**config.mk**
```make
export PLATFORM = sky130hd
export DESIGN_NAME = fp_mult_result_stage
export DESIGN_NICKNAME = d
export VERILOG_FILES = /design/src/rtl/fp_mult_result_stage.sv
export SDC_FILE = /design/constraint.sdc
export NUM_CORES = 1
export LEC_CHECK = 0
export ABC_CLOCK_PERIOD_IN_PS = 15900
export CAP_MARGIN = 20
export CORE_ASPECT_RATIO = 1.1
export CORE_MARGIN = 2
export CORE_UTILIZATION = 40
export CTS_BUF_LIST = sky130_fd_sc_hd__clkbuf_8
export CTS_CLUSTER_SIZE = 16
export DETAILED_ROUTE_END_ITERATION = 8
export PLACE_DENSITY = 0.66
export RECOVER_POWER = 25
export SETUP_SLACK_MARGIN = 0.05
export SLEW_MARGIN = 20
export SYNTH_ARGS = -nofsm -noshare
export SYNTH_HDL_FRONTEND = slang
export SYNTH_SLANG_ARGS = --single-unit
```
**constraint.sdc**
```tcl
create_clock -name clk -period 15.9 [get_ports clk]
set_clock_uncertainty 0.2 [all_clocks]
set_input_delay 2.385 -clock clk [delete_from_list [all_inputs] [get_ports clk]]
set_output_delay 2.385 -clock clk [all_outputs]
set_load 0.1 [all_outputs]
```
**src/rtl/fp_mult_result_stage.sv**
```systemverilog
// Result stage behind the combinational FP32 multiplier: IEEE special-case and
// exponent-range fix-ups, a 2-entry output FIFO and sticky exception flags.
module fp_mult_result_stage (
  input  logic        clk,
  input  logic        rst,
  input  logic        in_valid,
  output logic        in_ready,
  input  logic [1:0]  in_opcode,
  input  logic [31:0] in_x,
  input  logic [31:0] in_y,
  input  logic [31:0] in_r,
  output logic        out_valid,
  input  logic        out_ready,
  output logic [31:0] out_r,
  output logic [4:0]  out_flags,
  output logic [4:0]  flags_sticky,
  input  logic        flags_clr
);

  localparam logic [1:0]  OP_MUL  = 2'b01;
  localparam logic [31:0] QNAN    = 32'h7FC0_0000;
  localparam logic [4:0]  F_NV    = 5'b10000;
  localparam logic [4:0]  F_OF_NX = 5'b00101;
  localparam logic [4:0]  F_UF_NX = 5'b00011;

  logic        w_sign;
  logic [7:0]  w_ex, w_ey, w_c;
  logic        w_nan_x, w_nan_y, w_snan_x, w_snan_y;
  logic        w_inf_x, w_inf_y, w_zero_x, w_zero_y;
  // One bit wider than needed so a malformed raw exponent cannot wrap the range test.
  logic signed [10:0] w_e_unb, w_e;
  logic [31:0] w_fix_r;
  logic [4:0]  w_fix_f;

  assign w_sign   = in_x[31] ^ in_y[31];
  assign w_ex     = in_x[30:23];
  assign w_ey     = in_y[30:23];
  assign w_nan_x  = (w_ex == 8'hFF) && (in_x[22:0] != 23'h0);
  assign w_nan_y  = (w_ey == 8'hFF) && (in_y[22:0] != 23'h0);
  assign w_snan_x = w_nan_x && !in_x[22];
  assign w_snan_y = w_nan_y && !in_y[22];
  assign w_inf_x  = (w_ex == 8'hFF) && (in_x[22:0] == 23'h0);
  assign w_inf_y  = (w_ey == 8'hFF) && (in_y[22:0] == 23'h0);
  assign w_zero_x = (w_ex == 8'h00);
  assign w_zero_y = (w_ey == 8'h00);

  assign w_e_unb = $signed({3'b000, w_ex}) + $signed({3'b000, w_ey}) - 11'sd127;
  assign w_c     = in_r[30:23] - w_e_unb[7:0];
  assign w_e     = w_e_unb + $signed({3'b000, w_c});

  always_comb begin
    w_fix_r = in_r;
    w_fix_f = 5'b00000;
    if (in_opcode == OP_MUL) begin
      if (w_nan_x || w_nan_y) begin
        w_fix_r = QNAN;
        w_fix_f = (w_snan_x || w_snan_y) ? F_NV : 5'b00000;
      end else if ((w_inf_x && w_zero_y) || (w_inf_y && w_zero_x)) begin
        w_fix_r = QNAN;
        w_fix_f = F_NV;
      end else if (w_inf_x || w_inf_y) begin
        w_fix_r = {w_sign, 8'hFF, 23'h0};
      end else if (w_zero_x || w_zero_y) begin
        w_fix_r = {w_sign, 31'h0};
      end else if (w_e >= 11'sd255) begin
        w_fix_r = {w_sign, 8'hFF, 23'h0};
        w_fix_f = F_OF_NX;
      end else if (w_e <= 11'sd0) begin
        w_fix_r = {w_sign, 31'h0};
        w_fix_f = F_UF_NX;
      end else begin
        w_fix_r = {w_sign, in_r[30:0]};
      end
    end
  end

  logic [31:0] r_mem_r [2];
  logic [4:0]  r_mem_f [2];
  logic        r_wr_ptr, r_rd_ptr;
  logic [1:0]  r_count;
  logic [31:0] r_hold_r;
  logic [4:0]  r_hold_f;
  logic [4:0]  r_sticky;
  logic        w_push, w_pop;
  logic [31:0] w_head_r;
  logic [4:0]  w_head_f;

  assign in_ready  = (r_count != 2'd2);
  assign out_valid = (r_count != 2'd0);
  assign w_push    = in_valid && in_ready;
  assign w_pop     = out_valid && out_ready;
  assign w_head_r  = r_mem_r[r_rd_ptr];
  assign w_head_f  = r_mem_f[r_rd_ptr];

  // With the FIFO empty the last popped entry stays visible on the outputs.
  assign out_r        = out_valid ? w_head_r : r_hold_r;
  assign out_flags    = out_valid ? w_head_f : r_hold_f;
  assign flags_sticky = r_sticky;

  always_ff @(posedge clk) begin
    if (rst) begin
      r_mem_r[0] <= 32'h0;
      r_mem_r[1] <= 32'h0;
      r_mem_f[0] <= 5'h0;
      r_mem_f[1] <= 5'h0;
      r_wr_ptr   <= 1'b0;
      r_rd_ptr   <= 1'b0;
      r_count    <= 2'd0;
      r_hold_r   <= 32'h0;
      r_hold_f   <= 5'h0;
      r_sticky   <= 5'h0;
    end else begin
      if (w_push) begin
        r_mem_r[r_wr_ptr] <= w_fix_r;
        r_mem_f[r_wr_ptr] <= w_fix_f;
        r_wr_ptr          <= ~r_wr_ptr;
      end
      if (w_pop) begin
        r_rd_ptr <= ~r_rd_ptr;
        r_hold_r <= w_head_r;
        r_hold_f <= w_head_f;
      end
      case ({w_push, w_pop})
        2'b10:   r_count <= r_count + 2'd1;
        2'b01:   r_count <= r_count - 2'd1;
        default: r_count <= r_count;
      endcase
      if (w_pop)
        r_sticky <= (flags_clr ? 5'h0 : r_sticky) | w_head_f;
      else if (flags_clr)
        r_sticky <= 5'h0;
    end
  end

endmodule

```
; Word-level counts from Yosys, hierarchy flattened
; Memories as Yosys holds them, arrays and structs flattened. A register that Yosys moved wholly into a read port is not among the register bits.
; Index checks and enable logic that the tools add are counted.
; Widths: inputs -> output; s select.
[totals]
register_bits = 46
mem_bits_rw = 74
output_inout_bits = 44
memories = 2
[mem_list]
columns = memory, words, word_bits, read_ports, rd_clocked_by_memory_dff, write_ports, line
row1 = r_mem_r, 2, 32, 1, 1, 2, 77  ; logic [31:0] r_mem_r [2];
row2 = r_mem_f, 2, 5, 1, 1, 2, 78  ; logic [4:0] r_mem_f [2];
[op_classes]
add_sub_neg = 6
n_lt_le_gt_ge = 2
n_eq_ne = 6
mux = 35
bitwise = 4
reduce_logical = 27
[ops]
columns = cell, count
row1 = $mux 32, 5
row2 = $mux 31, 4
row3 = $logic_not 23->1, 2
row4 = $reduce_bool 23->1, 2
row5 = $mux 5, 8
row6 = $reduce_or 32->1, 1
row7 = $eq 8x8->1 const B, 2
row8 = $logic_not 8->1, 2
row9 = $mux 1, 13
row10 = $add 10x9->11, 1
row11 = $ge 11x9->1 const B, 1
row12 = $le 11x1->1 const B, 1
row13 = $logic_and 1x1->1, 10
row14 = $sub 9x7->10 const B, 1
row15 = $add 8x8->9, 1
row16 = $mux 3, 3
row17 = $sub 8x8->8, 1
row18 = $logic_or 1x1->1, 5
row19 = $or 5x5->5, 1
row20 = $reduce_or 5->1, 1
row21 = $eq 2x1->1 const B, 2
row22 = $pmux 2 s2, 1
row23 = $reduce_bool 2->1, 2
row24 = $add 2x1->2 const B, 1
row25 = 7 further kinds, 9

; Logic depth before layout (Yosys ltp)
; Gate-level depths: netlist (run 1).
[depth]
ltp_word = 13
mapped_depth = 24
mapped_depth_nobuf = 24

; Least setup slack after synthesis (run 1)
; Ideal clock, no wire load.
[synth_path]
kind = in2reg
startpoint = input port in_x[24]
endpoint = memory r_mem_r[1][0], data pin
t_arrival_ns = 6.489
required_ns = 15.445
setup_slack_ns = 8.955
path_stages = 20
n_path_buf = 1
path_cell_list = ha_1 ha_1 fa_1 inv_1 ha_1 nor2b_1 o21ai_0 nand2b_1 a21o_1 a21oi_1 xnor2_1 ha_1 or3b_2 o311ai_0 a311oi_1 nor4_2 a211oi_2 a21o_1 buf_4 and3_1
[synth_rtl]
columns = item, line
row1 = from (decl), 9  ; input logic [31:0] in_x,
row2 = to (decl), 77

==> impl_results.md, run 1 <==
* Status: complete, but fails checks
* Failing checks: max-capacitance violations, max-slew violations
* Total routed wirelength at 16480 µm
* Post-route cell area at 0.008578 mm²
* Worst path depth at 21
* Gates resized, CTS repair at 0
* Post-synthesis cell area at 0.006598 mm²
* Commonest non-fill, non-tap cell in the layout: clkdlybuf4s50_1
* TritonCTS Sinks at 117
* Clk_lat worst skew at 0.42 ns
* Slew Limit Fails at 51
* WHS Path Cells at 2
* Hold Violations, Final at 0
* Area Growth Syn to Fin at 30.02%
* Worst Setup SP: in_y[24]
* Initial antenna violation count at 0
* DR pass1 iterations at 5
* Root buf cell: clkbuf_8
* Synth Flop Type: edfxtp_1
* Final nets at 956
* Final period util at 49.24%
* Met3 WL at 806 µm
* Postcts setup bufs at 0
* Setup_tns at 0 ns
* Max stage delay on crit path at 0.82 ns
* Tightest Pin Transition at 2.474 ns
* Most frequent cells in the layout: clkdlybuf4s50_1 (143), nor2_1 (128), edfxtp_1 (72), a21oi_1 (60), and3_1 (46)
* F_max at 127.7 MHz
* First-pass GRT wire length at 26750 µm
* Worst Setup Path Type: in2reg
* Reg2Reg Depth at 4
* Total of max-cap violations at 1
* Syn_area_per_cell at 9.632 µm²
* CP top delay family: compound AO/OA/AOI/OAI gates
* Hpwl dp at 12070 µm
* CP max FO at 44
* WL/cell at 15.91 µm
* Height of the die at 138.7 µm
* DRC errors left at 0
* Ports at 147
* Initial DRC count at 391
* Via density at 5.362
* Via Count at 5555
* Number of synthesized flops with an enable pin at 72
* H-tree levels at 4
* CP Capture Type: flop
* Worst Min Path Start: r_hold_f[1]
* Fraction of registers with async set/reset at 0%
* Antenna Nets Post-Route at 0
* Routability congestion estimate at 0.8498
* Setup WS pre-CTS at 7.671 ns
* Initial Util at 40.61%
* RR Startpoint: r_count[0]
* Mapped Cells at 685
* CP bufs+invs at 2
* # diodes at 0
* Max Buffers Root-to-Sink at 2
* Die area at 0.01754 mm²
* Final setup vio count at 0
* Distinct cells, synth at 58
* Critical Path, Cell by Cell: clkdlybuf4s50_1 -> ha_1 -> ha_1 -> fa_1 -> inv_1 -> ha_1 -> nor2b_1 -> o21ai_0 -> nand2b_1 -> a21o_1 -> a21oi_1 -> xnor2_1 -> ha_1 -> a21oi_1 -> o211a_1 -> o21bai_1 -> nor2_1 -> o211ai_1 -> a211oi_2 -> a21o_1 -> and3_1
* CTS Hold Buffers Added at 0
* Reg clk slew, reported paths at 0.07 ns
* Share of cells above drive strength 1 at 5.889%
* Wire length on met1 at 7121 µm
* CP max stage cell: a21o_1
* Min Hold Slack at 0.2556 ns
* Die width at 126.5 µm
* Post-synthesis register bit count at 117
* Yosys Warn Count at 0
* Vias in the first global route at 5473
* Max transition margin at -64.96%
* Std cell rows at 49
* Met2 wire length at 8372 µm
* Cell Area, Placed at 0.008203 mm²
* RSZ-0062 raised after global routing: false
* Setup ws final at 8.071 ns
* Post-route minimum period at 7.829 ns
* CTS Buf Count at 17
* TritonCTS clock tree: done
* CORE AREA at 0.01625 mm²
* Port bufs at 144
* Critical Path Start Type: input pin
* Top Layer Used: met4
* CP most frequent cell: ha_1
* Seq/Total Area, Yosys at 46.43%
* Worst Path Arrival at 7.90 ns
* Total track usage at 18.66%
* Largest net degree at the start of global routing at 71
* Worst hold path type: reg2reg
* GRT overflow at 0
* CP Data Required Time at 15.97 ns
-- cells in the mapped netlist, types with 4 or more instances --
library cell  instances  share of area [%]
and3_1               46                4.4
nand3_1               5               0.38
nor2b_1               6               0.57
mux2i_1              36                5.5
o21ai_0               9               0.68
clkbuf_1             24                1.4
nand2_1              22                1.3
nor2_1              128                7.3
xor2_1                8                1.1
inv_1                24                1.4
nor4_1               15                1.4
nor3_1               11               0.83
buf_4                 4               0.46
dfxtp_1              45                 14
a21oi_1              60                4.6
and2_1                5               0.47
edfxtp_1             72                 33
nand2b_1             16                1.5
nand4_1               4               0.38
ha_1                 31                5.9
buf_1                 4               0.23
xnor2_1              16                2.1
o211ai_1              6               0.68
a211oi_1             33                3.8
-- routing by layer --
layer	vias up	track usage (%)
li1	2763	-
met1	2615	22.48
met2	160	33.55
met3	17	4.012
met4	0	4.916
met5	-	0
-- stage by stage --
| step | utilization, % | cells |
|---|---|---|
| after floorplan | - | 686 |
| after detailed placement | 50.49 | 1003 |
| after CTS | 52.85 | 1035 |
| final | 52.80 | 1036 |
| after global routing | 52.80 | 1036 |
| after global placement | 50.37 | 1002 |
-- state kept, by name, summed over array words and instances, names as in the netlist, named ones only --
name          count
flags_sticky      4
r_hold_r         32
r_hold_f          4
r_rd_ptr          1
r_count           2
r_mem_f           8
r_mem_r          64
r_wr_ptr          1
-- cells by family (layout without fill, tap and decap cells) --
kind of cell	after synthesis	count (layout)	share of synthesized area, %
AOI/OAI and AO/OA	142	142	14.26
other	1	2	0.05684
and+or+nand+nor	271	271	20.03
adders and majority gates	34	34	6.789
xor gates and xnor gates	24	24	3.186
buffers and inverters	59	205	3.622
DFF	117	117	46.43
muxes	37	37	5.633
-- cell type report --
cell class	instances	area [µm²]
fill	1451	7669
clock buffer	17	234.0
multi-input combinational	510	3307
clock inverter	15	148.9
timing repair buffer	148	1474
tap	204	255.2
inverter	25	95.09
sequential	117	3064
-- final timing paths --
kind	endpoint	slack, ns
min reg2reg	r_hold_f[1]	0.26
max reg2reg	r_mem_r[0][19]	12.41
min	r_hold_f[1]	0.26
max	r_mem_r[0][19]	8.07
-- worst min-delay path, stage by stage, from the launching register on --
cell and delay, ns:
dfxtp_1 0.31, nand2_1 0.05, a21oi_1 0.05
Power of run 1 is not shown: default switching activity piles up to over one toggle a cycle in this logic, so the estimate is an artifact.
==> run 2, diff against run 1 <==
ABC_CLOCK_PERIOD_IN_PS = 7000   (was 15900)
PLACE_DENSITY = 0.68   (was 0.66)
clock period = 7 ns   (was 15.9 ns; I/O delays follow)
==> impl_results.md, run 2 (synthesis results as in run 1) <==
* TritonCTS Sinks at 117 (unchanged)
* CTS Hold Buffers Added at 0 (unchanged)
* Worst hold path type: reg2reg (unchanged)
* First-pass GRT wire length at 25930 µm (was 26750 µm)
* Worst path depth at 20 (was 21)
* Final period util at 90.14%
* Final nets at 957 (was 956)
* Port bufs at 144 (unchanged)
* CORE AREA at 0.01625 mm² (unchanged)
* Via density at 5.351 (was 5.362)
* Total routed wirelength at 15760 µm (was 16480 µm)
* Total of max-cap violations at 2 (was 1)
* Finished Layout Cells at 1037 (was 1036)
* Clk_lat worst skew at 0.42 ns (about the same)
* F_max at 158.5 MHz
* H-tree levels at 4 (unchanged)
* Most frequent cells in the layout: clkdlybuf4s50_1 (141), nor2_1 (128), edfxtp_1 (72), a21oi_1 (60), and3_1 (46) (was clkdlybuf4s50_1 (143), nor2_1 (128), edfxtp_1 (72), a21oi_1 (60), and3_1 (46))
* Initial DRC count at 297 (was 391)
* CP max stage cell: a21o_2 (was a21o_1)
* Setup WS pre-CTS at 0.04570 ns (was 7.671 ns)
* CP Capture Type: flop (unchanged)
* DR pass1 iterations at 4 (was 5)
* Antenna Nets Post-Route at 0 (unchanged)
* Top Registers: r_mem_r: 64 flops, r_hold_r: 32 flops, r_mem_f: 8 flops (unchanged)
* Ports at 147 (unchanged)
* Critical Path, Cell by Cell: clkdlybuf4s50_1 -> ha_1 -> ha_1 -> fa_1 -> inv_1 -> ha_1 -> nor2b_1 -> o21ai_0 -> nand2b_1 -> a21o_1 -> a21oi_1 -> xnor2_1 -> ha_1 -> or3b_2 -> o311ai_0 -> a311oi_1 -> nor4_2 -> a211oi_2 -> a21o_2 -> and3_1 (was clkdlybuf4s50_1 -> ha_1 -> ha_1 -> fa_1 -> inv_1 -> ha_1 -> nor2b_1 -> o21ai_0 -> nand2b_1 -> a21o_1 -> a21oi_1 -> xnor2_1 -> ha_1 -> a21oi_1 -> o211a_1 -> o21bai_1 -> nor2_1 -> o211ai_1 -> a211oi_2 -> a21o_1 -> and3_1)
* Initial Util at 40.61% (unchanged)
* Register with the most flip-flops: r_mem_r (unchanged)
* Tightest Pin Transition at 2.314 ns (was 2.474 ns)
* Setup_tns at 0 ns (unchanged)
* Routability congestion estimate at 0.8789 (was 0.8498)
* Share of cells above drive strength 1 at 6.363% (was 5.889%)
* Hpwl dp at 11620 µm (was 12070 µm)
* Max transition margin at -55.14% (was -64.96%)
* CP bufs+invs at 2 (unchanged)
* CP max FO at 44 (unchanged)
* Setup ws final at 0.6902 ns (was 8.071 ns)
* Critical Path Start Type: input pin (unchanged)
* DRC errors left at 0 (unchanged)
* Worst Path Arrival at 6.39 ns (was 7.90 ns)
* Std cell rows at 49 (unchanged)
* Hold Violations, Final at 0 (unchanged)
* Commonest non-fill, non-tap cell in the layout: clkdlybuf4s50_1 (unchanged)
* Height of the die at 138.7 µm (unchanged)
* Largest net degree at the start of global routing at 71 (unchanged)
* Final setup vio count at 0 (unchanged)
* Failing checks: max-capacitance violations, max-slew violations (unchanged)
* GRT overflow at 0 (unchanged)
* Placed cells at 1004 (was 1003)
* Reg2Reg Depth at 6 (was 4)
* Status: complete, but fails checks (unchanged)
* Fillers at 1425 (was 1451)
* RSZ-0062 raised after global routing: false (unchanged)
* Register-to-register path setup slack at 2.17 ns (was 12.41 ns)
* Gates resized, CTS repair at 0 (unchanged)
* Reg clk slew, reported paths at 0.07 ns (about the same)
* Max reg flops at 64 (unchanged)
* CP most frequent cell: ha_1 (unchanged)
* # diodes at 0 (unchanged)
* Sequential standard cell area at 0.003067 mm² (was 0.003064 mm²)
* Post-route minimum period at 6.310 ns
* Multi-input logic area at 0.003308 mm² (was 0.003307 mm²)
* Area Growth Syn to Fin at 30.15% (was 30.02%)
* CP top delay family: compound AO/OA/AOI/OAI gates (unchanged)
* TritonCTS clock tree: done (unchanged)
* Vias in the first global route at 5561 (was 5473)
* Slew Limit Fails at 90 (was 51)
* CTS Buf Count at 17 (unchanged)
* Max stage delay on crit path at 0.60 ns (was 0.82 ns)
* Initial antenna violation count at 0 (unchanged)
* CP Data Required Time at 7.08 ns (was 15.97 ns)
* WL/cell at 15.19 µm (was 15.91 µm)
* Total track usage at 18.17% (was 18.66%)
* WHS Path Cells at 2 (unchanged)
* Die area at 0.01754 mm² (unchanged)
* Via Count at 5549 (was 5555)
* Max Buffers Root-to-Sink at 2 (unchanged)
* Worst Setup Path Type: in2reg (unchanged)
* Root buf cell: clkbuf_8 (unchanged)
* Postcts setup bufs at 0 (unchanged)
* Die width at 126.5 µm (unchanged)
* Min Hold Slack at 0.2607 ns (was 0.2556 ns)
-- run 2: metrics by stage --
step	area (µm²)	util, %
floorplan	6601	-
global placement	8198	50.46
detailed placement	8198	50.46
CTS	8589	52.87
global route	8587	52.85
finish	8587	52.85
-- run 2: tightest hold or removal path, delay by kind of cell (launching register included) --
| kind | cells | cell delay (ns) |
|---|---|---|
| compound gates | 1 | 0.05 |
| flops | 1 | 0.31 |
| simple gates | 1 | 0.05 |
-- run 2: final timing paths --
check | startpoint | to
worst min register to register | r_hold_f[1] | r_hold_f[1]
worst max-delay path | in_x[24] | r_mem_r[0][5]
worst min-delay path | r_hold_f[1] | r_hold_f[1]
worst max register to register | r_count[0] | r_count[1]
-- run 2: layer usage --
metal | up-vias | GRT usage (%) | share of wire (%)
met5 | - | 0 | 0
met4 | 0 | 8.618 | 2.5
met3 | 29 | 4.128 | 5.5
met2 | 180 | 31.86 | 50
met1 | 2569 | 20.81 | 42
li1 | 2771 | - | -
-- run 2: cell type report --
type | instances | share of cell area (%)
Sequential cell | 117 | 35.71
Clock inverter | 15 | 1.836
Multi-Input combinational cell | 510 | 38.53
Tap cell | 204 | 2.972
Clock buffer | 17 | 2.725
Timing Repair Buffer | 149 | 17.12
Inverter | 25 | 1.107
Power of run 2 is left out for the same reason.
